## config.mk

```make
export PLATFORM = sky130hd
export DESIGN_NAME = ctrl_decode_pipe_flat
export DESIGN_NICKNAME = d
export VERILOG_FILES = /design/src/rtl/ctrl_decode_pipe_pkg.sv /design/src/rtl/ctrl_decode_pipe_if.sv /design/src/rtl/ctrl_decode_pipe_load_scoreboard.sv /design/src/rtl/ctrl_decode_pipe.sv /design/src/flat_wrapper.sv
export SDC_FILE = /design/constraint.sdc
export NUM_CORES = 1
export LEC_CHECK = 0
export ABC_CLOCK_PERIOD_IN_PS = 4950
export BUFFER_PORTS_ARGS = -buffer_cell sky130_fd_sc_hd__buf_4
export CORE_AREA = 2 2 115 117
export DETAILED_ROUTE_END_ITERATION = 8
export DIE_AREA = 0 0 117 119
export GPL_TIMING_DRIVEN = 0
export MAX_ROUTING_LAYER = met4
export PLACE_DENSITY = 0.83
export SLEW_MARGIN = 20
export SYNTH_ARGS = -nofsm -noshare
export SYNTH_HDL_FRONTEND = slang
export SYNTH_SLANG_ARGS = --single-unit
```

## constraint.sdc

```tcl
create_clock -name clock -period 4.95 [get_ports clock]
set_clock_uncertainty 0.2 [all_clocks]
set_input_delay 0.99 -clock clock [delete_from_list [all_inputs] [get_ports clock]]
set_output_delay 0.99 -clock clock [all_outputs]
set_load 0.01 [all_outputs]
```

## src/rtl/ctrl_decode_pipe_pkg.sv

```systemverilog
// ctrl_decode_pipe_pkg: opcodes, ALU codes, memory sizes, operand-A selects and the control bundle type
package ctrl_decode_pipe_pkg;
  localparam logic [6:0] R_TYPE      = 7'b0110011;
  localparam logic [6:0] I_TYPE      = 7'b0010011;
  localparam logic [6:0] I_TYPE_LOAD = 7'b0000011;
  localparam logic [6:0] S_TYPE      = 7'b0100011;
  localparam logic [6:0] B_TYPE      = 7'b1100011;
  localparam logic [6:0] I_JALR      = 7'b1100111;
  localparam logic [6:0] J_JAL       = 7'b1101111;
  localparam logic [6:0] U_AUIPC     = 7'b0010111;
  localparam logic [6:0] U_LUI       = 7'b0110111;
  localparam logic [5:0] ADD     = 6'd0;
  localparam logic [5:0] SUB     = 6'd1;
  localparam logic [5:0] SLL     = 6'd2;
  localparam logic [5:0] SLT     = 6'd3;
  localparam logic [5:0] SLTU    = 6'd4;
  localparam logic [5:0] XOR     = 6'd5;
  localparam logic [5:0] SRL     = 6'd6;
  localparam logic [5:0] SRA     = 6'd7;
  localparam logic [5:0] OR      = 6'd8;
  localparam logic [5:0] AND     = 6'd9;
  localparam logic [5:0] BEQ     = 6'd10;
  localparam logic [5:0] BNE     = 6'd11;
  localparam logic [5:0] BLT     = 6'd12;
  localparam logic [5:0] BGE     = 6'd13;
  localparam logic [5:0] BLTU    = 6'd14;
  localparam logic [5:0] BGEU    = 6'd15;
  localparam logic [5:0] JAL     = 6'd16;
  localparam logic [5:0] JALR    = 6'd17;
  localparam logic [5:0] DEFAULT = 6'd63;
  localparam logic [1:0] SIZE_BYTE  = 2'd0;
  localparam logic [1:0] SIZE_HWORD = 2'd1;
  localparam logic [1:0] SIZE_WORD  = 2'd2;
  localparam logic [1:0] OPA_RS1  = 2'b00;
  localparam logic [1:0] OPA_PC   = 2'b01;
  localparam logic [1:0] OPA_PC4  = 2'b10;
  localparam logic [1:0] OPA_ZERO = 2'b11;
  typedef struct packed {
    logic       wEn;
    logic       branch_op;
    logic [1:0] op_A_sel;
    logic       op_B_sel;
    logic [5:0] alu;
    logic       mem_wEn;
    logic [1:0] mem_size;
    logic       load_extend_sign;
    logic       wb_sel;
    logic       illegal;
  } ctrl_t;
  function automatic logic [5:0] arith_alu(input logic [2:0] f3, input logic [6:0] f7, input logic is_r);
    logic z, s, ok;
    z = f7 == 7'h00;
    s = f7 == 7'h20;
    ok = z || !is_r;
    case (f3)
      3'b000:  return (!is_r || z) ? ADD : s ? SUB : DEFAULT;
      3'b001:  return z ? SLL : DEFAULT;
      3'b010:  return ok ? SLT : DEFAULT;
      3'b011:  return ok ? SLTU : DEFAULT;
      3'b100:  return ok ? XOR : DEFAULT;
      3'b101:  return z ? SRL : s ? SRA : DEFAULT;
      3'b110:  return ok ? OR : DEFAULT;
      default: return ok ? AND : DEFAULT;
    endcase
  endfunction
  function automatic logic [5:0] branch_alu(input logic [2:0] f3);
    case (f3)
      3'b000:  return BEQ;
      3'b001:  return BNE;
      3'b100:  return BLT;
      3'b101:  return BGE;
      3'b110:  return BLTU;
      3'b111:  return BGEU;
      default: return DEFAULT;
    endcase
  endfunction
endpackage

```

## src/rtl/ctrl_decode_pipe_if.sv

```systemverilog
// ctrl_decode_pipe_if: fetch-side and execute-side handshake plus the registered control bundle
interface ctrl_decode_pipe_if #(parameter int XLEN = 32, parameter int ALU_CTRL_W = 6);
  logic                  in_valid, in_ready, flush, out_valid, out_ready;
  logic [XLEN-1:0]       PC, out_PC;
  logic [31:0]           instruction, out_instruction, stall_count;
  logic                  wEn, branch_op, op_B_sel, mem_wEn, load_extend_sign, wb_sel, illegal;
  logic [1:0]            op_A_sel, MemSize;
  logic [ALU_CTRL_W-1:0] ALU_Control;
  modport master(
    output in_valid, PC, instruction, flush, out_ready,
    input  in_ready, out_valid, out_PC, out_instruction, stall_count, wEn, branch_op, op_B_sel,
           mem_wEn, load_extend_sign, wb_sel, illegal, op_A_sel, MemSize, ALU_Control
  );
  modport slave(
    input  in_valid, PC, instruction, flush, out_ready,
    output in_ready, out_valid, out_PC, out_instruction, stall_count, wEn, branch_op, op_B_sel,
           mem_wEn, load_extend_sign, wb_sel, illegal, op_A_sel, MemSize, ALU_Control
  );
endinterface

```

## src/rtl/ctrl_decode_pipe_load_scoreboard.sv

```systemverilog
// load_scoreboard: per-register countdown of in-flight load results and rs1/rs2 busy lookup
module load_scoreboard #(
  parameter int NUM_REGS = 32,
  parameter int LOAD_LAT = 2
) (
  input  logic       clock,
  input  logic       reset,
  input  logic       set,
  input  logic [4:0] rd,
  input  logic [4:0] rs1,
  input  logic [4:0] rs2,
  output logic       busy1,
  output logic       busy2
);
  localparam int CW = LOAD_LAT > 0 ? $clog2(LOAD_LAT + 1) : 1;
  logic [CW-1:0] cnt [NUM_REGS];
  // an issued load arms its rd; every other live counter drains by one per cycle
  always_ff @(posedge clock)
    for (int i = 0; i < NUM_REGS; i++)
      cnt[i] <= reset ? '0 : (set && int'(rd) == i) ? CW'(LOAD_LAT) : cnt[i] - CW'(cnt[i] != '0);
  assign busy1 = rs1 != 5'd0 && int'(rs1) < NUM_REGS && cnt[rs1] != '0;
  assign busy2 = rs2 != 5'd0 && int'(rs2) < NUM_REGS && cnt[rs2] != '0;
endmodule

```

## src/rtl/ctrl_decode_pipe.sv

```systemverilog
// ctrl_decode_pipe: registered RV32I ID stage with load-use stalls; CTRL_DECODE_PERF_EN adds a stall counter
module ctrl_decode_pipe
  import ctrl_decode_pipe_pkg::*;
#(
  parameter int XLEN       = 32,
  parameter int NUM_REGS   = 32,
  parameter int LOAD_LAT   = 2,
  parameter int ALU_CTRL_W = 6
) (
  input logic clock,
  input logic reset,
  ctrl_decode_pipe_if.slave bus
);
  logic [31:0]     ins, ins_q;
  logic [6:0]      opcode, f7;
  logic [2:0]      f3;
  logic [4:0]      rd, rs1, rs2;
  logic [XLEN-1:0] pc_q;
  ctrl_t           d, q;
  logic            vld, use_rs1, use_rs2, busy1, busy2, hazard, accept, set_load;
  assign ins    = bus.instruction;
  assign opcode = ins[6:0];
  assign rd     = ins[11:7];
  assign f3     = ins[14:12];
  assign rs1    = ins[19:15];
  assign rs2    = ins[24:20];
  assign f7     = ins[31:25];
  // instruction to control bundle; unknown opcodes raise illegal with no side effects
  always_comb begin
    d = '0;
    d.alu = DEFAULT;
    case (opcode)
      R_TYPE: begin
        d.wEn = 1'b1;
        d.alu = arith_alu(f3, f7, 1'b1);
      end
      I_TYPE: begin
        d.wEn = 1'b1;
        d.op_B_sel = 1'b1;
        d.alu = arith_alu(f3, f7, 1'b0);
      end
      I_TYPE_LOAD: begin
        d.wEn = 1'b1;
        d.op_B_sel = 1'b1;
        d.wb_sel = 1'b1;
        d.mem_size = f3[1:0];
        d.load_extend_sign = !f3[2];
        d.alu = f3 inside {3'b000, 3'b001, 3'b010, 3'b100, 3'b101} ? ADD : DEFAULT;
      end
      S_TYPE: begin
        d.mem_wEn = 1'b1;
        d.op_B_sel = 1'b1;
        d.mem_size = f3[1:0];
        d.alu = f3 inside {3'b000, 3'b001, 3'b010} ? ADD : DEFAULT;
      end
      B_TYPE: begin
        d.branch_op = 1'b1;
        d.alu = branch_alu(f3);
      end
      J_JAL: begin
        d.wEn = 1'b1;
        d.op_A_sel = OPA_PC4;
        d.alu = JAL;
      end
      I_JALR: begin
        d.wEn = 1'b1;
        d.op_A_sel = OPA_PC4;
        d.op_B_sel = 1'b1;
        d.alu = f3 == 3'b000 ? JALR : DEFAULT;
      end
      U_AUIPC: begin
        d.wEn = 1'b1;
        d.op_A_sel = OPA_PC;
        d.op_B_sel = 1'b1;
        d.alu = ADD;
      end
      U_LUI: begin
        d.wEn = 1'b1;
        d.op_A_sel = OPA_ZERO;
        d.op_B_sel = 1'b1;
        d.alu = ADD;
      end
      default: d.illegal = 1'b1;
    endcase
  end
  assign use_rs1  = opcode inside {R_TYPE, I_TYPE, I_TYPE_LOAD, S_TYPE, B_TYPE, I_JALR};
  assign use_rs2  = opcode inside {R_TYPE, S_TYPE, B_TYPE};
  assign hazard   = (use_rs1 && busy1) || (use_rs2 && busy2);
  assign bus.in_ready = !hazard && !bus.flush && (!vld || bus.out_ready);
  assign accept   = bus.in_valid && bus.in_ready;
  assign set_load = accept && opcode == I_TYPE_LOAD && rd != 5'd0;
  load_scoreboard #(.NUM_REGS(NUM_REGS), .LOAD_LAT(LOAD_LAT)) sb (
    .clock(clock), .reset(reset), .set(set_load), .rd(rd), .rs1(rs1), .rs2(rs2),
    .busy1(busy1), .busy2(busy2)
  );
  // ID/EX register: load on accept, hold under back-pressure, drop on consume or flush
  always_ff @(posedge clock)
    if (reset) begin
      vld   <= 1'b0;
      q     <= '0;
      pc_q  <= '0;
      ins_q <= '0;
    end else begin
      vld <= accept || (vld && !bus.out_ready && !bus.flush);
      if (accept) begin
        q     <= d;
        pc_q  <= bus.PC;
        ins_q <= ins;
      end
    end
  assign bus.out_valid        = vld;
  assign bus.out_PC           = pc_q;
  assign bus.out_instruction  = ins_q;
  assign bus.wEn              = q.wEn;
  assign bus.branch_op        = q.branch_op;
  assign bus.op_A_sel         = q.op_A_sel;
  assign bus.op_B_sel         = q.op_B_sel;
  assign bus.ALU_Control      = ALU_CTRL_W'(q.alu);
  assign bus.mem_wEn          = q.mem_wEn;
  assign bus.MemSize          = q.mem_size;
  assign bus.load_extend_sign = q.load_extend_sign;
  assign bus.wb_sel           = q.wb_sel;
  assign bus.illegal          = q.illegal;
`ifdef CTRL_DECODE_PERF_EN
  logic [31:0] stalls;
  // counts cycles a valid fetch is held back by a load-use hazard
  always_ff @(posedge clock)
    stalls <= reset ? '0 : stalls + 32'(bus.in_valid && hazard && !bus.flush);
  assign bus.stall_count = stalls;
`else
  assign bus.stall_count = '0;
`endif
endmodule

```

## src/flat_wrapper.sv

```systemverilog
// flat-port wrapper written by rule: the top's interface ports become plain ports
module ctrl_decode_pipe_flat import ctrl_decode_pipe_pkg::*;
#(
  parameter int XLEN       = 32,
  parameter int NUM_REGS   = 32,
  parameter int LOAD_LAT   = 2,
  parameter int ALU_CTRL_W = 6
)
  (clock, reset, bus_in_valid, bus_PC, bus_instruction, bus_flush, bus_out_ready, bus_in_ready, bus_out_valid, bus_out_PC, bus_out_instruction, bus_stall_count, bus_wEn, bus_branch_op, bus_op_B_sel, bus_mem_wEn, bus_load_extend_sign, bus_wb_sel, bus_illegal, bus_op_A_sel, bus_MemSize, bus_ALU_Control);
  ctrl_decode_pipe_if #(.XLEN(XLEN), .ALU_CTRL_W(ALU_CTRL_W)) bus_i ();
  input logic clock;
  input logic reset;
  input wire logic [$bits(bus_i.in_valid)-1:0] bus_in_valid;
  input wire logic [$bits(bus_i.PC)-1:0] bus_PC;
  input wire logic [$bits(bus_i.instruction)-1:0] bus_instruction;
  input wire logic [$bits(bus_i.flush)-1:0] bus_flush;
  input wire logic [$bits(bus_i.out_ready)-1:0] bus_out_ready;
  output wire logic [$bits(bus_i.in_ready)-1:0] bus_in_ready;
  output wire logic [$bits(bus_i.out_valid)-1:0] bus_out_valid;
  output wire logic [$bits(bus_i.out_PC)-1:0] bus_out_PC;
  output wire logic [$bits(bus_i.out_instruction)-1:0] bus_out_instruction;
  output wire logic [$bits(bus_i.stall_count)-1:0] bus_stall_count;
  output wire logic [$bits(bus_i.wEn)-1:0] bus_wEn;
  output wire logic [$bits(bus_i.branch_op)-1:0] bus_branch_op;
  output wire logic [$bits(bus_i.op_B_sel)-1:0] bus_op_B_sel;
  output wire logic [$bits(bus_i.mem_wEn)-1:0] bus_mem_wEn;
  output wire logic [$bits(bus_i.load_extend_sign)-1:0] bus_load_extend_sign;
  output wire logic [$bits(bus_i.wb_sel)-1:0] bus_wb_sel;
  output wire logic [$bits(bus_i.illegal)-1:0] bus_illegal;
  output wire logic [$bits(bus_i.op_A_sel)-1:0] bus_op_A_sel;
  output wire logic [$bits(bus_i.MemSize)-1:0] bus_MemSize;
  output wire logic [$bits(bus_i.ALU_Control)-1:0] bus_ALU_Control;
  assign bus_i.in_valid = bus_in_valid;
  assign bus_i.PC = bus_PC;
  assign bus_i.instruction = bus_instruction;
  assign bus_i.flush = bus_flush;
  assign bus_i.out_ready = bus_out_ready;
  assign bus_in_ready = bus_i.in_ready;
  assign bus_out_valid = bus_i.out_valid;
  assign bus_out_PC = bus_i.out_PC;
  assign bus_out_instruction = bus_i.out_instruction;
  assign bus_stall_count = bus_i.stall_count;
  assign bus_wEn = bus_i.wEn;
  assign bus_branch_op = bus_i.branch_op;
  assign bus_op_B_sel = bus_i.op_B_sel;
  assign bus_mem_wEn = bus_i.mem_wEn;
  assign bus_load_extend_sign = bus_i.load_extend_sign;
  assign bus_wb_sel = bus_i.wb_sel;
  assign bus_illegal = bus_i.illegal;
  assign bus_op_A_sel = bus_i.op_A_sel;
  assign bus_MemSize = bus_i.MemSize;
  assign bus_ALU_Control = bus_i.ALU_Control;
  ctrl_decode_pipe #(.XLEN(XLEN), .NUM_REGS(NUM_REGS), .LOAD_LAT(LOAD_LAT), .ALU_CTRL_W(ALU_CTRL_W)) u_core (.clock(clock), .reset(reset), .bus(bus_i));
endmodule
```

# == Word level (Yosys, flattened, before mapping) ==
# Memory sizes are Yosys's and may differ from the RTL's.
# Cells that the tools add are included.
# op_classes
n_reduce_logical,101
n_eq_ne,48
n_mux,89
addsub,32
# op_table
operator,count
$mux 2,66
$pmux 6 s7,2
$eq 5x5->1 const B,16
$mux 6,13
$reduce_bool 2->1,34
$sub 2x1->2,32
$pmux 6 s8,1
$logic_and 1x1->1,43
$eq 5x4->1 const B,8
$pmux 6 s6,1
$eq 7x6->1 const B,4
$eq 7x7->1 const B,3
$eq 5x3->1 const B,4
$reduce_bool 5->1,4
$eq 7x5->1 const B,2
$eq 3x3->1 const B,4
$eq 5x2->1 const B,2
$reduce_or 9->1,1
$eq 7x2->1 const B,1
$logic_not 7->1,1
$reduce_or 7->1,1
$eq 3x2->1 const B,2
$pmux 2 s3,1
$reduce_bool 3->1,2
10 further kinds,22
# word_totals
mem_bits_rw,64
ff_bits,82
wordCells,284
inputBits,69
n_memories,1
# memory_table
name,depth,word_bits,read_ports,rd_clocked_by_memory_dff,write_ports,line_no,rtl
u_core.sb.cnt,32,2,34,0,32,ctrl_decode_pipe_load_scoreboard.sv:16,logic [CW-1:0] cnt [NUM_REGS];

# == Depth between registers and ports, before layout ==
# Gate-level depths: netlist (run 1).
# An unclocked memory read counts as a cell.
# logic_depth
word_depth,14
ltp_mapped,12

# == Modules after synthesis ==
# From an unflattened synthesis (run 1), not the netlist that was laid out.
# hier_totals
cells_unflattened,807
area_unflattened_um2,6503.7
# by_module_without_submodules
module,instances,area_each_um2,cells_each
ctrl_decode_pipe,1,3669.8,473
load_scoreboard,1,2834.0,334

# == Worst setup path before layout (run 1) ==
# Ideal clock, no wire load.
# synth_path
kind,input port to output port
start,input port bus_instruction[21]
end,output port bus_in_ready
arrival_ns,2.667
stages,8
required_ns,3.760
setup_slack_ns,1.093
path_buffers,3
cell_sequence,buf_4 -> mux4_2 -> nor3b_1 -> a211oi_2 -> nor3_2 -> buf_2 -> buf_2 -> nor2_1
# synth_between
elab_chain_cells,8
elab_cells_between_ends,9
cone_classes,reduce/logical (8); memory (1)
# synth_rtl
item,line_no,rtl
from (decl),flat_wrapper.sv:15,input wire logic [$bits(bus_i.instruction)-1:0] bus_instruction;
$mem_v2 32x2,--,
$reduce_bool 2->1,ctrl_decode_pipe_load_scoreboard.sv:22,assign busy2 = rs2 != 5'd0 && int'(rs2) < NUM_REGS && cnt[rs2] != '0;
$logic_and 1x1->1 (*),ctrl_decode_pipe_load_scoreboard.sv:22,
$logic_and 1x1->1 (*),ctrl_decode_pipe.sv:88,assign hazard = (use_rs1 && busy1) || (use_rs2 && busy2);
$logic_or 1x1->1 (*),ctrl_decode_pipe.sv:88,
$logic_not 1->1 (*),ctrl_decode_pipe.sv:89,assign bus.in_ready = !hazard && !bus.flush && (!vld || bus.out_ready);
$logic_and 1x1->1 (*) (2 in a row),ctrl_decode_pipe.sv:89,
to (decl),flat_wrapper.sv:18,output wire logic [$bits(bus_i.in_ready)-1:0] bus_in_ready;
# Every way passes the cells marked *; elsewhere a longest branch is shown, timed or not.

# == Worst setup path after layout (run 1) ==
# Ends and elaborated chain as after synthesis.

==> impl_metrics.yaml, run 1 <==
global_routing:
  grt_antenna_before_repair: 0
  overflow: 0
  grtUsageTotal: 0.3315
  grt_pass1_wl_mm: 34.99
  grt_max_degree: 17
  grt_pass1_vias: 6892
timing:
  fmax_mhz: 225.6
  setup_viol: 0
  finalHoldViolCount: 0
  worst_slack_ps: 517.5
  rsz0062_at_grt: "no"
  fin_setup_tns_ps: 0
  fin_crit_ps: 4432
  period_share: 0.8954
  worst-slew-pin-transition_ps: 755.2
  slew_viol_final: 0
  slew_headroom: 0.4965
pwr:
  peakVddDrop_mv: 0.2843
  power_uw: 2921
  power_density_nw_per_um2: 319.0
  leakage_uw: 0.003575
placed_design:
  dpl_worst_slack_ps: 551.3
  dp_hpwl_mm: 16.41
  finalWeightedCongestion: 1.002
  placement.io_buffers: 147
logic_synthesis:
  synth-async-reset-ratio: 0
  synth_edf_count: 0
  synthCells: 889
  postSynthAreaPerCell_sq_um: 7.983
  ys_warn_count: 0
  yosysSeqAreaShare: 0.4062
  ys_ff_latch: 144
  synth_cell_type_count: 62
  synthFlopType: "dfxtp_1"
  syn_area_sq_um: 7097
clocking:
  cts_setup_buffers: 0
  ctsResizeCount: 0
  clock_latency_ps: 430
  cts_tree: "yes"
  cts_buffers: 17
  clockBufferDepth: 2
  clk_pin_slew_ps: 60
  root_buffer: "clkbuf_16"
  cts_num_sinks: 144
  postCtsHoldBufs: 0
  htreeDepth: 4
setup_path:
  cp-end-kind: "output pin"
  rr_worst_depth: 9
  r2r_end: "u_core.bus.ALU_Control[5]"
  rrSetupSlack_ps: 2010
  cp_max_fo: 10
  cp-start-kind: "input port"
  worstSetupPathType: "input port to output pin"
  reg2reg_from: "u_core.sb.cnt[5][1]"
  required_ps: 3760
  critPathArrivalTime_ps: 3240
routing:
  ant_nets: 0
  wl_mm: 22.88
  vias: 7649
  wl_per_cell_microns: 17.94
  drcViolationCount: 0
  drt_iter0_drc: 1052
  dr.pass1.iters: 6
  viasPerCell: 5.999
worst_hold_path:
  hp-start: "u_core.sb.cnt[9][1]"
  hold_class: "flip-flop to flip-flop"
  hold_depth: 2
  whs_endpoint: "u_core.sb.cnt[9][0]"
finish:
  utilization: 0.7112
  nNetsFinal: 1155
  area.growth.synth_to_final_pct: 29.02
  n_antenna_cell: 0
  layout-drive-gt1-share: 0.2502
floorplan:
  die_height_microns: 119
  row_count: 42
  die_w_microns: 117
  dieArea_sq_um: 13920
  core_sq_um: 12870
  start_util: 0.5512
  ioPinCount: 184
flow_run:
  drv_cap: 0
outcome:
  status: "finished clean"
## state kept, by name, indices dropped and copies added, names as in the netlist, 2 cells and up
register and flops:
u_core.bus.ALU_Control 6, u_core.sb.cnt 62, u_core.bus.out_instruction 32, u_core.bus.out_PC 32
u_core.bus.MemSize 2, u_core.bus.op_A_sel 2
## through the flow
step | hold WS, ps | cell area [sq um] | std cells
after detailed placement | 238.4 | 8537 | 1243
final | 246.9 | 9156 | 1275
after CTS | 246.3 | 9156 | 1275
after floorplan | 225.0 | 7213 | 920
after global routing | 258.3 | 9156 | 1275
after global placement | 234.1 | 8537 | 1243
## layout by cell type, fill, tap and decap left out, drive strengths merged, types with 18 or more instances in the layout
cell type / count
a21oi: 109
buf: 217
clkbuf: 64
conb: 32
dfxtp: 144
nand2: 79
nand3: 72
nor2: 95
nor3: 19
o21ai: 86
or3: 18
## critical path, cell delays in order
cell	delay, ps
buf_4	180
mux4_2	560
a21oi_1	210
a211oi_2	110
nor3_2	370
buf_2	330
buf_2	250
nor2_1	70
buf_4	150
## cell type report
| type | instances | area, sq um |
|---|---|---|
| Clock inverter | 8 | 127.6 |
| Inverter | 8 | 30.03 |
| Timing Repair Buffer | 147 | 1104 |
| Multi-Input combinational cell | 658 | 3677 |
| Sequential cell | 144 | 2883 |
| Clock buffer | 24 | 491.7 |
| Tap cell | 176 | 220.2 |
| Fill cell | 1051 | 3719 |
| Buffer | 110 | 623.1 |
## worst max-delay path by stage
stage	startpoint	endpoint	slack [ps]	cells after the start
final	bus_instruction[21]	bus_in_ready	520	9
after global routing	bus_instruction[21]	bus_in_ready	330	9
after CTS	bus_instruction[21]	bus_in_ready	540	9
after detailed placement	bus_instruction[21]	bus_in_ready	550	9
after global placement	bus_instruction[21]	bus_in_ready	550	9
after floorplan	bus_instruction[21]	bus_in_ready	1090	8
## cell families (layout without fill, tap and decap cells)
| logic type | count (synthesis) | count (layout) | synth area share |
|---|---|---|---|
| AO/OA/AOI/OAI | 284 | 284 | 0.2447 |
| AND/OR/NAND/NOR | 331 | 331 | 0.2236 |
| buffers and inverters | 118 | 297 | 0.09203 |
| XOR/XNOR | 1 | 1 | 0.001234 |
| multiplexers | 10 | 10 | 0.03174 |
| flip-flops | 144 | 144 | 0.4062 |
| other | 1 | 32 | 0.0005284 |
## synthesized netlist by cell type, types with 3 or more instances
cell	instances	area (sq um)
o41ai_1	3	26.28
nand2b_1	14	87.58
a211oi_1	7	52.55
nand4_1	3	18.77
or3_1	18	112.6
a2111oi_0	4	35.03
nand2_1	79	296.5
o21bai_1	3	22.52
dfxtp_1	144	2883
nor3b_1	3	22.52
clkbuf_1	38	142.6
o31ai_1	4	30.03
nand3_1	72	360.4
o32ai_1	15	131.4
buf_2	16	80.08
o22ai_2	10	125.1
nor2b_1	6	37.54
nor3_1	16	80.08
a21oi_1	109	545.5
o22ai_1	7	43.79
o21ai_0	21	105.1
buf_4	44	330.3
buf_6	3	33.78
inv_1	8	30.03
nor3_2	3	30.03
o21ai_1	65	325.3
a31oi_1	17	106.4
mux4_2	10	225.2
nor2_1	95	356.6
or2_2	6	37.54
buf_1	7	26.28
or4_1	4	30.03
## report_power, final
group | switching (uW) | internal (uW) | leakage (uW)
registers | 16.5 | 1190 | 0.00117
logic | 210 | 156 | 0.00211
clock network | 502 | 847 | 0.000297
## layer usage
| layer | up-vias | wire length (microns) | global-route usage |
|---|---|---|---|
| met5 | - | 0 | - |
| met4 | 0 | 565 | 0.1235 |
| met3 | 63 | 2392 | 0.06107 |
| met2 | 481 | 10530 | 0.5022 |
| met1 | 3575 | 9388 | 0.4425 |
| li1 | 3530 | - | - |
(Power assumes the default switching activity.)
==> run 2, diff against run 1 <==
--- a/config.mk
+++ b/config.mk
@@ -5,14 +5,14 @@
 export SDC_FILE = /design/constraint.sdc
 export NUM_CORES = 1
 export LEC_CHECK = 0
-export ABC_CLOCK_PERIOD_IN_PS = 4950
+export ABC_CLOCK_PERIOD_IN_PS = 4700
 export BUFFER_PORTS_ARGS = -buffer_cell sky130_fd_sc_hd__buf_4
-export CORE_AREA = 2 2 115 117
+export CORE_AREA = 2 2 119 121
 export DETAILED_ROUTE_END_ITERATION = 8
-export DIE_AREA = 0 0 117 119
+export DIE_AREA = 0 0 121 123
 export GPL_TIMING_DRIVEN = 0
 export MAX_ROUTING_LAYER = met4
-export PLACE_DENSITY = 0.83
+export PLACE_DENSITY = 0.78
 export SLEW_MARGIN = 20
 export SYNTH_ARGS = -nofsm -noshare
 export SYNTH_HDL_FRONTEND = slang
==> constraint.sdc (replaced) <==
create_clock -name clock -period 4.7 [get_ports clock]
set_clock_uncertainty 0.2 [all_clocks]
set_input_delay 0.94 -clock clock [delete_from_list [all_inputs] [get_ports clock]]
set_output_delay 0.94 -clock clock [all_outputs]
set_load 0.01 [all_outputs]
==> run 2 against run 1 <==
Core utilization decreased by 3.7 points. Global-route usage decreased by 2.1 points. Combinational power increased by 5%. Non-clock buffer count unchanged. Critical path type unchanged. Clock-buffer cell count unchanged. Via count decreased by 3.0%. Sequential power increased by 5%.
==> impl_metrics.yaml, run 2 (synthesized netlist as in run 1, its figures left out) <==
outcome:
  status: "finished clean"
pwr:
  pwr-share-comb: 0.124
  peakVddDrop_mv: 0.2139
  leakage_uw: 0.003587
  power_density_nw_per_um2: 337.7
  switching_share: 0.2460
  power_switching_uw: 762.3
  internal_power_uw: 2337
  power_uw: 3099
  clkPwrFrac: 0.466
  power_frac_seq: 0.410
flow_run:
  drv_cap: 0
routing:
  viasPerCell: 5.801
  vias: 7420
  ant_nets: 0
  wl_mm: 22.95
  wl_per_cell_microns: 17.95
  dr.pass1.iters: 6
  drcViolationCount: 0
  drt_iter0_drc: 813
clocking:
  htreeDepth: 4
  postCtsHoldBufs: 0
  clockBufferDepth: 2
  ctsResizeCount: 0
  cts_setup_buffers: 0
  clock_latency_ps: 430
  cts_buffers: 17
  clk_pin_slew_ps: 60
  cts_num_sinks: 144
  cts_tree: "yes"
  root_buffer: "clkbuf_16"
setup_path:
  worstPathCellList: "buf_4 -> mux4_2 -> a21oi_1 -> a211oi_1 -> nor3_2 -> buf_2 -> buf_2 -> nor2_1 -> buf_4"
  cp-start-kind: "input port"
  cp_max_fo: 10
  worstSetupPathType: "input port to output pin"
  required_ps: 3560
  crit_buf_inv: 4
  rrSetupSlack_ps: 1800
  max_stage_delay_ps: 560
  critical_path.top_delay_family: "buffers and inverters"
  critical-path-slowest-cell: "mux4_2"
  cp-end-kind: "output pin"
  critPathArrivalTime_ps: 3210
floorplan:
  core_sq_um: 13610
  ioPinCount: 184
  die_w_microns: 121
  die_height_microns: 123
  row_count: 43
  dieArea_sq_um: 14880
  start_util: 0.5214
timing:
  slew_viol_final: 0
  fin_setup_tns_ps: 0
  rsz0062_at_grt: "no"
  worst-slew-pin-transition_ps: 813.1
  period_share: 0.9252
  fin_crit_ps: 4348
  setup_viol: 0
  slew_headroom: 0.4579
  fmax_mhz: 230.0
  finalHoldViolCount: 0
finish:
  nNetsFinal: 1155
  most-common-layout-cells: "191 x buf_4, 144 x dfxtp_1, 109 x a21oi_1"
  layout-drive-gt1-share: 0.2520
  utilization: 0.6742
  area.growth.synth_to_final_pct: 29.32
  regMostFlops: "u_core.sb.cnt"
  mostFrequentLayoutCell: "buf_4"
  fillers: 1174
  layoutNonFillerInstCount: 1279
  largest_register_ffs: 62
  final_area_sq_um: 9178
  n_antenna_cell: 0
placed_design:
  dp_cells: 1247
  placement.io_buffers: 147
  placed_cell_area_sq_um: 8542
  finalWeightedCongestion: 0.9932
  dp_hpwl_mm: 16.69
global_routing:
  grt_max_degree: 17
  overflow: 0
  grt_pass1_vias: 6566
  grt_pass1_wl_mm: 34.87
  grt_antenna_before_repair: 0
  grtUsageTotal: 0.3106
worst_hold_path:
  hold_class: "flip-flop to flip-flop"
-- run 2: cell types whose count changed in the layout (fill, tap and decap cells not counted), sizes merged --
cell | before | now
inv | 8 | 9
clkinv | 3 | 2
-- run 2: cell type report --
type	instances	area [sq um]	share of cell area
plain buffers	110	623.1	0.06789
clock buffers	24	511.7	0.05576
repair buffers	147	1104	0.1202
inverters	8	30.03	0.003272
well taps	180	225.2	0.02454
clock inverters	8	123.9	0.01350
flip-flops and latches	144	2883	0.3141
multi-input cells	658	3677	0.4007
-- run 2: routing by layer --
layer / vias to the layer above / wire, microns / track usage
li1: 3537 / - / -
met1: 3439 / 9625 / 0.4147
met2: 401 / 10620 / 0.4758
met3: 43 / 2266 / 0.05996
met4: 0 / 445 / 0.1039
met5: - / 0 / -
-- run 2: tightest hold or removal path: stages (launching register included) --
cell and delay (ps):
dfxtp_1 320, nand2_1 50, a21oi_1 30
-- run 2: worst paths after layout --
kind | to | cells after the start | startpoint
max | bus_in_ready | 9 | bus_instruction[21]
min | u_core.sb.cnt[13][0] | 2 | u_core.sb.cnt[13][1]
max reg2reg | u_core.bus.ALU_Control[5] | 9 | u_core.sb.cnt[15][1]
min reg2reg | u_core.sb.cnt[13][0] | 2 | u_core.sb.cnt[13][1]
-- run 2: per-stage QoR --
stage / setup WS (ps) / hold slack (ps)
floorplan: 942.9 / 225.0
global placement: 406.8 / 235.6
detailed placement: 367.3 / 238.7
CTS: 371.3 / 246.8
global route: 210.0 / 265.5
finish: 351.8 / 246.8
-- run 2: power groups by stage --
stage | clock network, uW | logic (uW) | registers, uW
6_report | 1440 | 385 | 1270
4_1_cts | 1450 | 378 | 1270
5_1_grt | 1510 | 414 | 1270
2_1_floorplan | 0 | 198 | 1310
3_3_place_gp | 0 | 374 | 1300
3_5_place_dp | 0 | 376 | 1300
